--- config.mk ---
export PLATFORM = sky130hd
export DESIGN_NAME = ap_addsub_pipe
export DESIGN_NICKNAME = d
export VERILOG_FILES = /design/src/rtl/ap_addsub_pipe.sv
export SDC_FILE = /design/constraint.sdc
export NUM_CORES = 1
export LEC_CHECK = 0
export BUFFER_PORTS_ARGS = -buffer_cell sky130_fd_sc_hd__buf_4
export CAP_MARGIN = 20
export CORE_MARGIN = 4
export CORE_UTILIZATION = 59
export CTS_BUF_LIST = sky130_fd_sc_hd__clkbuf_16
export DETAILED_ROUTE_END_ITERATION = 10
export HOLD_SLACK_MARGIN = 0.12
export PLACE_DENSITY = 0.95
export SYNTH_ARGS = -nofsm -noshare
export SYNTH_HDL_FRONTEND = slang
export SYNTH_SLANG_ARGS = --single-unit
export TNS_END_PERCENT = 30
--- constraint.sdc ---
create_clock -name clk -period 4.6 [get_ports clk]
set_input_delay 0.69 -clock clk [delete_from_list [all_inputs] [get_ports clk]]
set_output_delay 0.69 -clock clk [all_outputs]
set_load 0.1 [all_outputs]
--- src/rtl/ap_addsub_pipe.sv ---
// ap_addsub_pipe: pipelined two's-complement adder/subtractor with valid/ready
// handshake, unsigned carry/borrow and signed overflow flags.
// Optional signed saturation is compiled in when AP_ADDSUB_SAT_EN is defined.
// For STAGES > 1 the add is split into lower/upper halves across the first two
// stages with a registered inter-half carry; further stages only delay.
module ap_addsub_pipe #(
  parameter int unsigned WIDTH  = 32,
  parameter int unsigned STAGES = 2
) (
  input  logic             clk,
  input  logic             rst,
  input  logic [WIDTH-1:0] a_in,
  input  logic [WIDTH-1:0] b_in,
  input  logic             op_in,
  input  logic             in_valid,
  output logic             in_ready,
  output logic [WIDTH-1:0] c_out,
  output logic             carry_out,
  output logic             ovf_out,
  output logic             out_valid,
  input  logic             out_ready
);

  localparam int unsigned LO = WIDTH / 2;
  localparam int unsigned HI = WIDTH - LO;

  typedef struct packed {
    logic [WIDTH-1:0] c;
    logic             cy;
    logic             ov;
  } res_t;

  logic             adv;
  logic             xfer;
  logic [WIDTH-1:0] b_eff;
  logic [LO:0]      lo_sum;
  res_t             out_q;
  logic             out_v_q;

  assign adv       = !out_valid || out_ready;
  assign in_ready  = adv;
  assign xfer      = in_valid && adv;
  assign c_out     = out_q.c;
  assign carry_out = out_q.cy;
  assign ovf_out   = out_q.ov;
  assign out_valid = out_v_q;

  // Subtraction as A + ~B + 1: invert B and inject op as the low carry-in.
  always_comb begin
    b_eff  = op_in ? ~b_in : b_in;
    lo_sum = {1'b0, a_in[LO-1:0]} + {1'b0, b_eff[LO-1:0]} + {{LO{1'b0}}, op_in};
  end

  // Upper-half add plus flag derivation (and optional saturation).
  function automatic res_t upper(input logic [HI-1:0] ah, input logic [HI-1:0] bh,
                                 input logic cin, input logic [LO-1:0] lo,
                                 input logic op);
    logic [HI:0] hs;
    res_t        r;
    hs   = {1'b0, ah} + {1'b0, bh} + {{HI{1'b0}}, cin};
    r.c  = {hs[HI-1:0], lo};
    // Carry for add; borrow (inverted carry) for subtract.
    r.cy = hs[HI] ^ op;
    r.ov = (ah[HI-1] == bh[HI-1]) && (r.c[WIDTH-1] != ah[HI-1]);
`ifdef AP_ADDSUB_SAT_EN
    if (r.ov)
      r.c = r.c[WIDTH-1] ? {1'b0, {(WIDTH-1){1'b1}}} : {1'b1, {(WIDTH-1){1'b0}}};
`endif
    return r;
  endfunction

  generate
    if (STAGES == 1) begin : g_single
      // Single stage: full computation registered straight into the output.
      always_ff @(posedge clk or negedge rst) begin
        if (!rst) begin
          out_v_q <= 1'b0;
          out_q   <= '0;
        end else if (adv) begin
          out_v_q <= xfer;
          if (xfer)
            out_q <= upper(a_in[WIDTH-1:LO], b_eff[WIDTH-1:LO], lo_sum[LO],
                           lo_sum[LO-1:0], op_in);
        end
      end
    end else begin : g_multi
      logic          s0_v;
      logic [LO-1:0] s0_lo;
      logic          s0_c;
      logic [HI-1:0] s0_ah;
      logic [HI-1:0] s0_bh;
      logic          s0_op;
      res_t          d  [1:STAGES-1];
      logic          dv [1:STAGES-1];

      // Stage 0: lower-half sum, its carry, and the upper operand halves.
      always_ff @(posedge clk or negedge rst) begin
        if (!rst) begin
          s0_v  <= 1'b0;
          s0_lo <= '0;
          s0_c  <= 1'b0;
          s0_ah <= '0;
          s0_bh <= '0;
          s0_op <= 1'b0;
        end else if (adv) begin
          s0_v <= xfer;
          if (xfer) begin
            s0_lo <= lo_sum[LO-1:0];
            s0_c  <= lo_sum[LO];
            s0_ah <= a_in[WIDTH-1:LO];
            s0_bh <= b_eff[WIDTH-1:LO];
            s0_op <= op_in;
          end
        end
      end

      // Stage 1 completes the upper half; later stages are a plain delay line.
      always_ff @(posedge clk or negedge rst) begin
        if (!rst) begin
          for (int unsigned k = 1; k < STAGES; k++) begin
            dv[k] <= 1'b0;
            d[k]  <= '0;
          end
        end else if (adv) begin
          dv[1] <= s0_v;
          if (s0_v)
            d[1] <= upper(s0_ah, s0_bh, s0_c, s0_lo, s0_op);
          for (int unsigned k = 2; k < STAGES; k++) begin
            dv[k] <= dv[k-1];
            d[k]  <= d[k-1];
          end
        end
      end

      assign out_q   = d[STAGES-1];
      assign out_v_q = dv[STAGES-1];
    end
  endgenerate

endmodule
==> results of run 1 <==
==> worst paths after layout <==
path | start | end | slack (ps) | depth (start not counted)
setup / recovery | op_in | g_multi.s0_c | 1570 | 11
hold / removal | rst | c_out[29] | 190 | 1
setup reg to reg | g_multi.s0_c | carry_out | 1710 | 10
hold reg to reg | g_multi.s0_lo[6] | g_multi.s0_lo[6] | 470 | 1
max in group asynchronous | rst | g_multi.s0_lo[12] | 3830 | 2
min in group clk | g_multi.s0_lo[6] | g_multi.s0_lo[6] | 470 | 1
==> layer usage <==
layer | track usage | part of all wire
met1 | 0.281 | 0.37
met2 | 0.432 | 0.53
met4 | 0.0777 | 0.018
met5 | 0 | 0
met3 | 0.0566 | 0.080
==> registers in the layout (all words and copies together), names as in the netlist <==
register       flops
g_multi.s0_lo     16
c_out             32
g_multi.s0_bh     16
g_multi.s0_c       1
g_multi.s0_ah     16
g_multi.s0_v       1
out_valid          1
g_multi.s0_op      1
ovf_out            1
carry_out          1
==> cell usage after synthesis (all sizes together), types with 2 or more instances <==
master	count	area, sq um
o21ai	55	275
ha	30	375
o31ai	5	51.3
o211ai	2	15.0
clkbuf	10	37.5
a21o	10	75.1
o21bai	3	22.5
mux2	35	394
nand3	5	25.0
dfrtp	86	2150
o21a	6	45.0
o41a	2	22.5
a31oi	3	18.8
nand2b	8	50.1
o31a	2	17.5
and3	2	12.5
fa	3	60.1
a2111oi	2	23.8
nor3b	4	30.0
nor2	14	52.6
xor2	31	272
mux2i	3	30.0
a211oi	8	60.1
inv	12	45.0
nor3	6	30.0
buf	9	35.0
a21oi	17	85.1
nor2b	5	31.3
xnor2	25	219
nand2	54	203
==> layout make-up <==
cell class / instances / area share
Clock buffer: 9 / 0.0369
Clock inverter: 7 / 0.0189
Inverter: 12 / 0.00739
Multi-Input combinational cell: 352 / 0.427
Sequential cell: 86 / 0.353
Tap cell: 102 / 0.0209
Timing Repair Buffer: 108 / 0.136
==> stage by stage <==
stage               power [mW]  setup WS (ps)
floorplan                 2.88           1310
global placement          3.32           1430
detailed placement        3.40           1260
CTS                       4.24           1610
global route              4.43           1350
finish                    4.24           1570
==> power breakdown <==
part           internal (mW)  switching [mW]
Sequential              1.00           0.152
Clock                  0.528           0.290
Combinational          0.612            1.66
Total                   2.14            2.10
==> cell families (layout without fill, tap and decap cells) <==
kind of cell             count (synthesis)  in the layout  share of synthesized area
AO/OA/AOI/OAI                          124            124                      0.163
AND/OR/NAND/NOR                        101            101                     0.0936
flip-flops                              86             86                      0.442
XOR/XNOR                                56             56                      0.101
multiplexers                            38             38                     0.0872
adder cells (fa/ha/maj)                 33             33                     0.0895
buffers and inverters                   31            136                     0.0242
==> results by group, run 1 <==
Layout
  – Register area: 2150 sq um
  – Most frequent cells in the layout: buf_4 (107), dfrtp_1 (86), o21ai_0 (54)
  – Area of the multi-input gates: 2600 sq um
  – Commonest non-fill, non-tap cell in the layout: buf_4
  – Layout cells sized above 1: 0.282
  – Final core utilization: 0.773
  – Final net count: 671
  – Finished Layout Cells: 676
  – Diodes inserted: 0
  – Fillcell total: 506
  – Syn-to-layout area delta: 25.3%
  – Final Cell Area: 6100 sq um

STA
  – Worst relative slew slack: 0.322
  – Min Hold Slack: 187 ps
  – Worst Tran Pin Value: 991 ps
  – Worst Skew: 8.53 ps
  – Final Max Tran Viols: 0
  – Fmax: 330 MHz
  – Setup TNS Final: 0 ps
  – RSZ-0062 raised after global routing: no
  – Final min period: 3030 ps
  – Setup violators final: 0
  – Final period util: 0.659
  – Final hold vios: 0

Global routing
  – Initial antenna violation count: 0
  – Largest net degree at the start of global routing: 87
  – First-pass GRT wire length: 19,000 um
  – Grt total ovfl: 0
  – Vias in the first global route: 4,026
  – GRT Total Usage: 0.240

Clocking
  – Max clock buf depth: 2
  – Post CTS Setup Buffer Count: 0
  – Post_cts resized: 0
  – CTS Hold Bufs: 0
  – Clock slew at reported path FFs: 60 ps
  – TritonCTS buffer count: 9
  – CTS root buffer: clkbuf_16
  – Clock sink count: 86
  – TritonCTS clock tree: yes
  – H-tree Lvls: 3
  – Clk_lat worst skew: 340 ps

Status
  – Status: completed

Detailed routing
  – Routed length per placed instance: 17.0 um
  – TritonRoute pass-1 iters: 4
  – DRC violations left: 0
  – Vias per cell: 5.89
  – Vias: 3,981
  – Routed Antenna Nets: 0
  – Drt initial violations: 155
  – Drt total wl: 11,500 um

Worst setup path
  – CP required: 4870 ps
  – Most used cell, CP: o31a_1
  – Crit Path Max Fanout: 33
  – CP bufs+invs: 2
  – CP arrival: 3300 ps
  – CP top delay family: compound AO/OA/AOI/OAI gates
  – Worst path max stage delay: 450 ps
  – Crit end category: flop
  – Setup CP Type: in2reg
  – Critical-path top delay cell: fa_1
  – Critical-path cell list: buf_4 -> xor2_1 -> inv_1 -> fa_1 -> nor2b_1 -> o31a_1 -> o31a_1 -> a41o_1 -> o31ai_4 -> o21ai_0 -> o311a_1
  – Startpoint Class: input pin

Yosys
  – Synthesized area: 4870 sq um
  – Syn Nets: 571
  – Top FF cell, synth: dfrtp_1
  – Post-synth EDFFs: 0
  – Yosys warns: 0
  – Post-Syn Instances: 469
  – Sequential area share after synthesis: 0.442
  – Synthesis-stage register bit count: 86
  – Synth unique cells: 46
  – Asr flop ratio synth: 1.00
  – Syn avg cell area: 10.4 sq um

Floorplanning
  – IO Pins: 105
  – Starting density of the core: 0.617
  – Core Box Area: 7890 sq um
  – Die area: 9760 sq um
  – Die H: 98.8 um
  – FP Rows: 32
  – Die X: 98.8 um

Power
  – Leakage Power: 2.91 nW
  – VDD IR-drop max: 0.353 mV
  – Power per cell area: 696 nW/um^2

Placed design
  – RD Place Congestion: 0.974
  – DP HPWL: 8310 um
  – Placed cells: 659
  – Area post-placement: 5730 sq um
  – Port bufs: 104

Job
  – Max cap viols: 0

Worst hold path
  – Min-Delay Path Class: in2async
No activity file was read; power rests on OpenSTA's default activity.
==> run 2: changes to the inputs <==
--- a/config.mk
+++ b/config.mk
@@ -8,11 +8,11 @@
 export BUFFER_PORTS_ARGS = -buffer_cell sky130_fd_sc_hd__buf_4
 export CAP_MARGIN = 20
 export CORE_MARGIN = 4
-export CORE_UTILIZATION = 59
+export CORE_UTILIZATION = 50
 export CTS_BUF_LIST = sky130_fd_sc_hd__clkbuf_16
 export DETAILED_ROUTE_END_ITERATION = 10
 export HOLD_SLACK_MARGIN = 0.12
-export PLACE_DENSITY = 0.95
+export PLACE_DENSITY = 0.86
 export SYNTH_ARGS = -nofsm -noshare
 export SYNTH_HDL_FRONTEND = slang
 export SYNTH_SLANG_ARGS = --single-unit
==> constraint.sdc (replaced) <==
create_clock -name clk -period 2.65 [get_ports clk]
set_input_delay 0.3975 -clock clk [delete_from_list [all_inputs] [get_ports clk]]
set_output_delay 0.3975 -clock clk [all_outputs]
set_load 0.1 [all_outputs]
==> run 2 against run 1 <==
- final cell count grew 5.5%
- sequential power grew 74%
- die area grew 16%
- largest power group unchanged
- total power grew 70%
- sequential cell count is the same
- cell area grew 1.6%
- largest cell class unchanged
- sequential share of layout area shrank 0.57 points
- combinational power grew 74%
- core utilization shrank 11 points
- worst hold slack gained 100 ps
- critical path type is now reg2reg
- highest routed layer unchanged
==> results by group, run 2 (same netlist as run 1, synthesis figures left out) <==
Status
  – Status: completed

Power
  – Power per cell area: 1170 nW/um^2 (+68%)
  – VDD IR-drop max: 0.803 mV (+130%)
  – Power Total: 7.23 mW (+70%)
  – Leakage Power: 2.93 nW (+0.94%)

Job
  – Max cap viols: 0 (unchanged)

Floorplanning
  – Die area: 11,400 sq um (+16%)
  – FP Rows: 35 (+9.4%)
  – Starting density of the core: 0.519 (-0.0977)
  – Die H: 107 um (+7.9%)
  – Die X: 107 um (+7.9%)
  – IO Pins: 105 (unchanged)
  – Core Box Area: 9370 sq um (+19%)

STA
  – Fmax: 389 MHz
  – Final period util: 0.969
  – Worst Skew: 5.76 ps (-2.77 ps)
  – Final Max Tran Viols: 0 (unchanged)
  – Final min period: 2570 ps
  – Min Hold Slack: 291 ps (+104 ps)
  – Worst Tran Pin Value: 522 ps (-469 ps)
  – Worst relative slew slack: 0.643 (+0.321)
  – Setup violators final: 0 (unchanged)
  – Final hold vios: 0 (unchanged)

Worst setup path
  – Worst Setup SP: g_multi.s0_ah[0]
  – Setup CP Type: reg2reg
  – R2r endpoint: carry_out
  – Path depth of the worst reg2reg path: 11 (+1)
  – CP arrival: 2790 ps (-510 ps)
  – FF-to-FF setup slack: 80 ps (-1630 ps)
  – CP required: 2870 ps (-2000 ps)
  – Startpoint Class: flop
  – Crit end category: flop
  – Crit Path Max Fanout: 3 (-91%)
  – FF-to-FF Start: g_multi.s0_ah[0]

Placed design
  – DP HPWL: 8160 um (-1.8%)
  – RD Place Congestion: 0.914 (-6.2%)
  – Port bufs: 104 (unchanged)
  – Area post-placement: 5860 sq um (+2.2%)

Layout
  – Layout cells sized above 1: 0.300 (+0.0174)
  – Most frequent cells in the layout: buf_4 (115), dfrtp_1 (86), o21ai_0 (53)
  – Final net count: 681 (+1.5%)
  – Diodes inserted: 0 (unchanged)
  – Commonest non-fill, non-tap cell in the layout: buf_4
  – Largest register FFs: 32 (unchanged)
  – Final core utilization: 0.661 (-0.112)
  – Syn-to-layout area delta: 27.4%
  – Final Cell Area: 6200 sq um (+1.6%)

Detailed routing
  – Routed length per placed instance: 15.0 um (-12%)
  – Drt initial violations: 131 (-15%)
  – Routed Antenna Nets: 0 (unchanged)
  – Vias: 3,839 (-3.6%)
  – Vias per cell: 5.38 (-8.6%)
  – TritonRoute pass-1 iters: 4 (unchanged)
  – Drt total wl: 10,700 um (-7.0%)
  – DRC violations left: 0 (unchanged)

Global routing
  – Largest net degree at the start of global routing: 87 (unchanged)
  – First-pass GRT wire length: 18,300 um (-3.3%)
  – GRT Total Usage: 0.199 (-0.0410)
  – Grt total ovfl: 0 (unchanged)
  – Initial antenna violation count: 0 (unchanged)
  – Vias in the first global route: 3,952 (-1.8%)

Clocking
  – Clock sink count: 86 (unchanged)
  – TritonCTS buffer count: 9 (unchanged)
  – H-tree Lvls: 3 (unchanged)
  – Clock slew at reported path FFs: 70 ps (about the same)
  – TritonCTS clock tree: yes
  – CTS root buffer: clkbuf_16
  – Max clock buf depth: 2 (unchanged)
  – Clk_lat worst skew: 340 ps (about the same)

Worst hold path
  – Min-Delay Path Class: in2reg
  – Hold EP: g_multi.s0_ah[3]
  – Hold_sp: a_in[19]
  – WHS Path Cells: 2
## run 2: area by class of cell
cell class	instances	area, sq um
multi-input cells	352	2620
clock buffers	9	225
well taps	129	161
inverters	12	45.0
flip-flops and latches	86	2150
clock inverters	7	78.8
repair buffers	118	913
fillers	754	3170
## run 2: what timing repair did
item	in CTS	in global routing
resized for setup	1	3
hold buffers	1	0
hold endpoints to repair	39	0
setup buffers	0	1
endpoints found under the setup margin	1	1
pin swaps	0	4
## run 2: worst max-delay path, cell delays in order, from the launching register on
cell	delay (ps)
dfrtp_1	390
fa_2	260
inv_1	60
fa_1	400
nor2b_1	140
o21a_1	130
o21ai_0	80
buf_4	170
a2111oi_4	420
o31ai_2	110
xor2_1	210
o21ai_1	80
## run 2: how the worst max path moves through the flow
stage,end,slack (ps),cells after the start
4_1_cts,carry_out,80,11
3_5_place_dp,g_multi.s0_c,-30,11
6_report,carry_out,80,11
3_3_place_gp,g_multi.s0_c,120,10
5_1_grt,carry_out,-20,11
2_1_floorplan,g_multi.s0_c,3,11
## run 2: routing by layer
metal  track usage  wire length (um)  up-vias
met2         0.339              5170      120
met5             0                 0        -
met3        0.0494               793       16
li1              -                 -     1875
met4        0.0594               176        0
met1         0.251              4550     1828
## run 2: report_power, final
| part | total [mW] | internal [mW] | switching [mW] |
|---|---|---|---|
| logic | 3.94 | 1.10 | 2.84 |
| clock network | 1.28 | 0.744 | 0.537 |
| registers | 2.00 | 1.74 | 0.269 |
| total | 7.23 | 3.58 | 3.64 |
## run 2: through the flow
step                      std cells  TNS [ps]  setup slack, ps
after floorplan                 469         0             2.99
after global placement          695         0              121
after detailed placement        695     -26.7            -26.7
after CTS                       712         0             78.9
after global routing            713     -18.4            -18.4
final                           713         0             81.8
==> run 3: changes to the inputs <==
--- a/config.mk
+++ b/config.mk
@@ -13,6 +13,7 @@
 export DETAILED_ROUTE_END_ITERATION = 10
 export HOLD_SLACK_MARGIN = 0.12
 export PLACE_DENSITY = 0.86
+export RECOVER_POWER = 25
 export SYNTH_ARGS = -nofsm -noshare
 export SYNTH_HDL_FRONTEND = slang
 export SYNTH_SLANG_ARGS = --single-unit
==> run 3 against run 2 <==
- combinational power down 2%
- core utilization shrank 0.47 points
- critical path depth stayed put
- sequential power barely moved
- sequential cell count unchanged
- sequential share of layout area rose by 0.25 points
- setup slack improved by 0.82 ps
- die area unchanged
- final cell count is the same
- register-to-register slack hardly changed
==> results by group, run 3 (same netlist as run 1, synthesis figures left out) <==
Floorplanning
  – FP Rows: 35 (unchanged)
  – Core Box Area: 9370 sq um (unchanged)
  – IO Pins: 105 (unchanged)
  – Die X: 107 um (unchanged)
  – Starting density of the core: 0.519 (unchanged)
  – Die H: 107 um (unchanged)
  – Die area: 11,400 sq um (unchanged)

Clocking
  – TritonCTS clock tree: yes
  – Clock slew at reported path FFs: 70 ps (about the same)
  – Clock sink count: 86 (unchanged)
  – TritonCTS buffer count: 9 (unchanged)
  – CTS root buffer: clkbuf_16
  – Max clock buf depth: 2 (unchanged)
  – Clk_lat worst skew: 340 ps (about the same)
  – H-tree Lvls: 3 (unchanged)

Worst setup path
  – Critical-path cell list: fa_2 -> inv_1 -> fa_1 -> nor2b_1 -> o21a_1 -> o21ai_0 -> buf_4 -> a2111oi_4 -> o31ai_2 -> xor2_1 -> o21ai_1
  – CP arrival: 2790 ps (about the same)
  – Cell depth of the worst setup path: 11 (unchanged)
  – Setup CP Type: reg2reg
  – Crit end category: flop
  – Startpoint Class: flop
  – Worst path max stage delay: 420 ps (about the same)
  – FF-to-FF setup slack: 80 ps (about the same)
  – Path depth of the worst reg2reg path: 11 (unchanged)
  – CP bufs+invs: 2 (unchanged)
  – R2r endpoint: carry_out
  – Critical-path top delay cell: a2111oi_4
  – CP required: 2870 ps (about the same)
  – Crit Path Max Fanout: 3 (unchanged)
  – CP top delay family: compound AO/OA/AOI/OAI gates
  – FF-to-FF Start: g_multi.s0_ah[0]

STA
  – Final hold vios: 0 (unchanged)
  – Min Hold Slack: 289 ps (-1.18 ps)
  – Final Max Tran Viols: 0 (unchanged)
  – Setup violators final: 0 (unchanged)
  – Worst Tran Pin Value: 1200 ps (+682 ps)
  – Final min period: 2570 ps (-0.816 ps)
  – Worst Skew: 5.97 ps (+0.207 ps)
  – Fmax: 389 MHz (about the same)
  – Setup TNS Final: 0 ps (unchanged)
  – Final period util: 0.969 (about the same)
  – Worst relative slew slack: 0.201 (-0.442)

Global routing
  – Largest net degree at the start of global routing: 87 (unchanged)
  – Initial antenna violation count: 0 (unchanged)
  – First-pass GRT wire length: 18,300 um (unchanged)
  – Vias in the first global route: 3,952 (unchanged)
  – GRT Total Usage: 0.199 (unchanged)
  – Grt total ovfl: 0 (unchanged)

Power
  – Power per cell area: 1160 nW/um^2 (-0.27%)
  – VDD IR-drop max: 0.803 mV (about the same)
  – Leakage Power: 2.89 nW (-1.4%)

Layout
  – Most frequent cells in the layout: buf_4 (103), dfrtp_1 (86), o21ai_0 (53)
  – Syn-to-layout area delta: 26.5%
  – Final net count: 681 (unchanged)
  – Commonest non-fill, non-tap cell in the layout: buf_4
  – Largest register FFs: 32 (unchanged)
  – Diodes inserted: 0 (unchanged)
  – Layout cells sized above 1: 0.281 (-0.0188)

Detailed routing
  – Highest Signal Layer: met4
  – Vias per cell: 5.42 (+0.57%)
  – Met1 WL: 4640 um (+2.0%)
  – DR WL met3: 722 um (-9.0%)
  – Routed length on met2: 5180 um (about the same)
  – Routed length per placed instance: 15.0 um (+0.27%)
  – Drt initial violations: 135 (+3.1%)
  – TritonRoute pass-1 iters: 4 (unchanged)
  – Vias: 3,861 (+0.57%)
  – Routed Antenna Nets: 0 (unchanged)
  – DRC violations left: 0 (unchanged)
  – Drt total wl: 10,700 um (+0.27%)

Status
  – Status: completed

Worst hold path
  – Hold EP: g_multi.s0_ah[3]
  – Hold_sp: a_in[19]
  – Min-Delay Path Class: in2reg
  – WHS Path Cells: 2 (unchanged)

Job
  – Max cap viols: 0 (unchanged)

Placed design
  – DP HPWL: 8160 um (unchanged)
  – RD Place Congestion: 0.914 (unchanged)
  – Port bufs: 104 (unchanged)
-- run 3: cell type report --
cell class / count / area (sq um)
Clock buffer: 9 / 225
Timing Repair Buffer: 118 / 870
Sequential cell: 86 / 2150
Inverter: 12 / 45.0
Multi-Input combinational cell: 352 / 2620
Clock inverter: 7 / 78.8
Tap cell: 129 / 161
Fill cell: 761 / 3220
-- run 3: repair_timing --
action / CTS / global route
setup endpoints to repair: 1 / 1
hold buffers: 1 / 0
gates resized for setup: 1 / 3
pin swaps: 0 / 4
buffers inserted: 0 / 1
endpoints found under the hold margin: 39 / 0
gates cloned: 0 / 0
-- run 3: per-stage QoR --
step | instances | setup WS, ps | power, mW | utilization | instance area (sq um)
after floorplan | 469 | 2.99 | 5.00 | - | 4880
after global placement | 695 | 121 | 5.83 | 0.625 | 5860
after detailed placement | 695 | -26.7 | 5.93 | 0.625 | 5860
after CTS | 712 | 78.9 | 7.25 | 0.660 | 6180
after global routing | 713 | -18.4 | 7.53 | 0.657 | 6150
final | 713 | 82.6 | 7.16 | 0.657 | 6150
-- run 3: worst max-delay path by stage --
| stage | slack (ps) | end | from |
|---|---|---|---|
| 2_1_floorplan | 3 | g_multi.s0_c | op_in |
| 3_3_place_gp | 120 | g_multi.s0_c | op_in |
| 3_5_place_dp | -30 | g_multi.s0_c | op_in |
| 4_1_cts | 80 | carry_out | g_multi.s0_c |
| 5_1_grt | -20 | carry_out | g_multi.s0_ah[0] |
| 6_report | 80 | carry_out | g_multi.s0_ah[0] |
-- run 3: power breakdown --
group          total (mW)  leakage (nW)  internal [mW]  switching (mW)
registers            2.00          1.04           1.73           0.267
logic                3.87          1.70           1.04            2.84
clock network        1.28         0.151          0.744           0.538
total                7.16          2.89           3.51            3.64
-- run 3: per-layer routing --
metal  GRT usage  vias to the layer above
met5           0                        -
met4      0.0594                        0
met3      0.0494                       16
met2       0.339                      114
met1       0.251                     1851
li1            -                     1880
-- run 3: worst register-to-register path: cells and delay by family (launching register included) --
family / cells / cell delay [ps]
DFF: 1 / 390
and+or+nand+nor: 1 / 140
adders and majority gates: 2 / 660
AOI/OAI and AO/OA: 5 / 820
buffers and inverters: 2 / 230
xor gates and xnor gates: 1 / 210
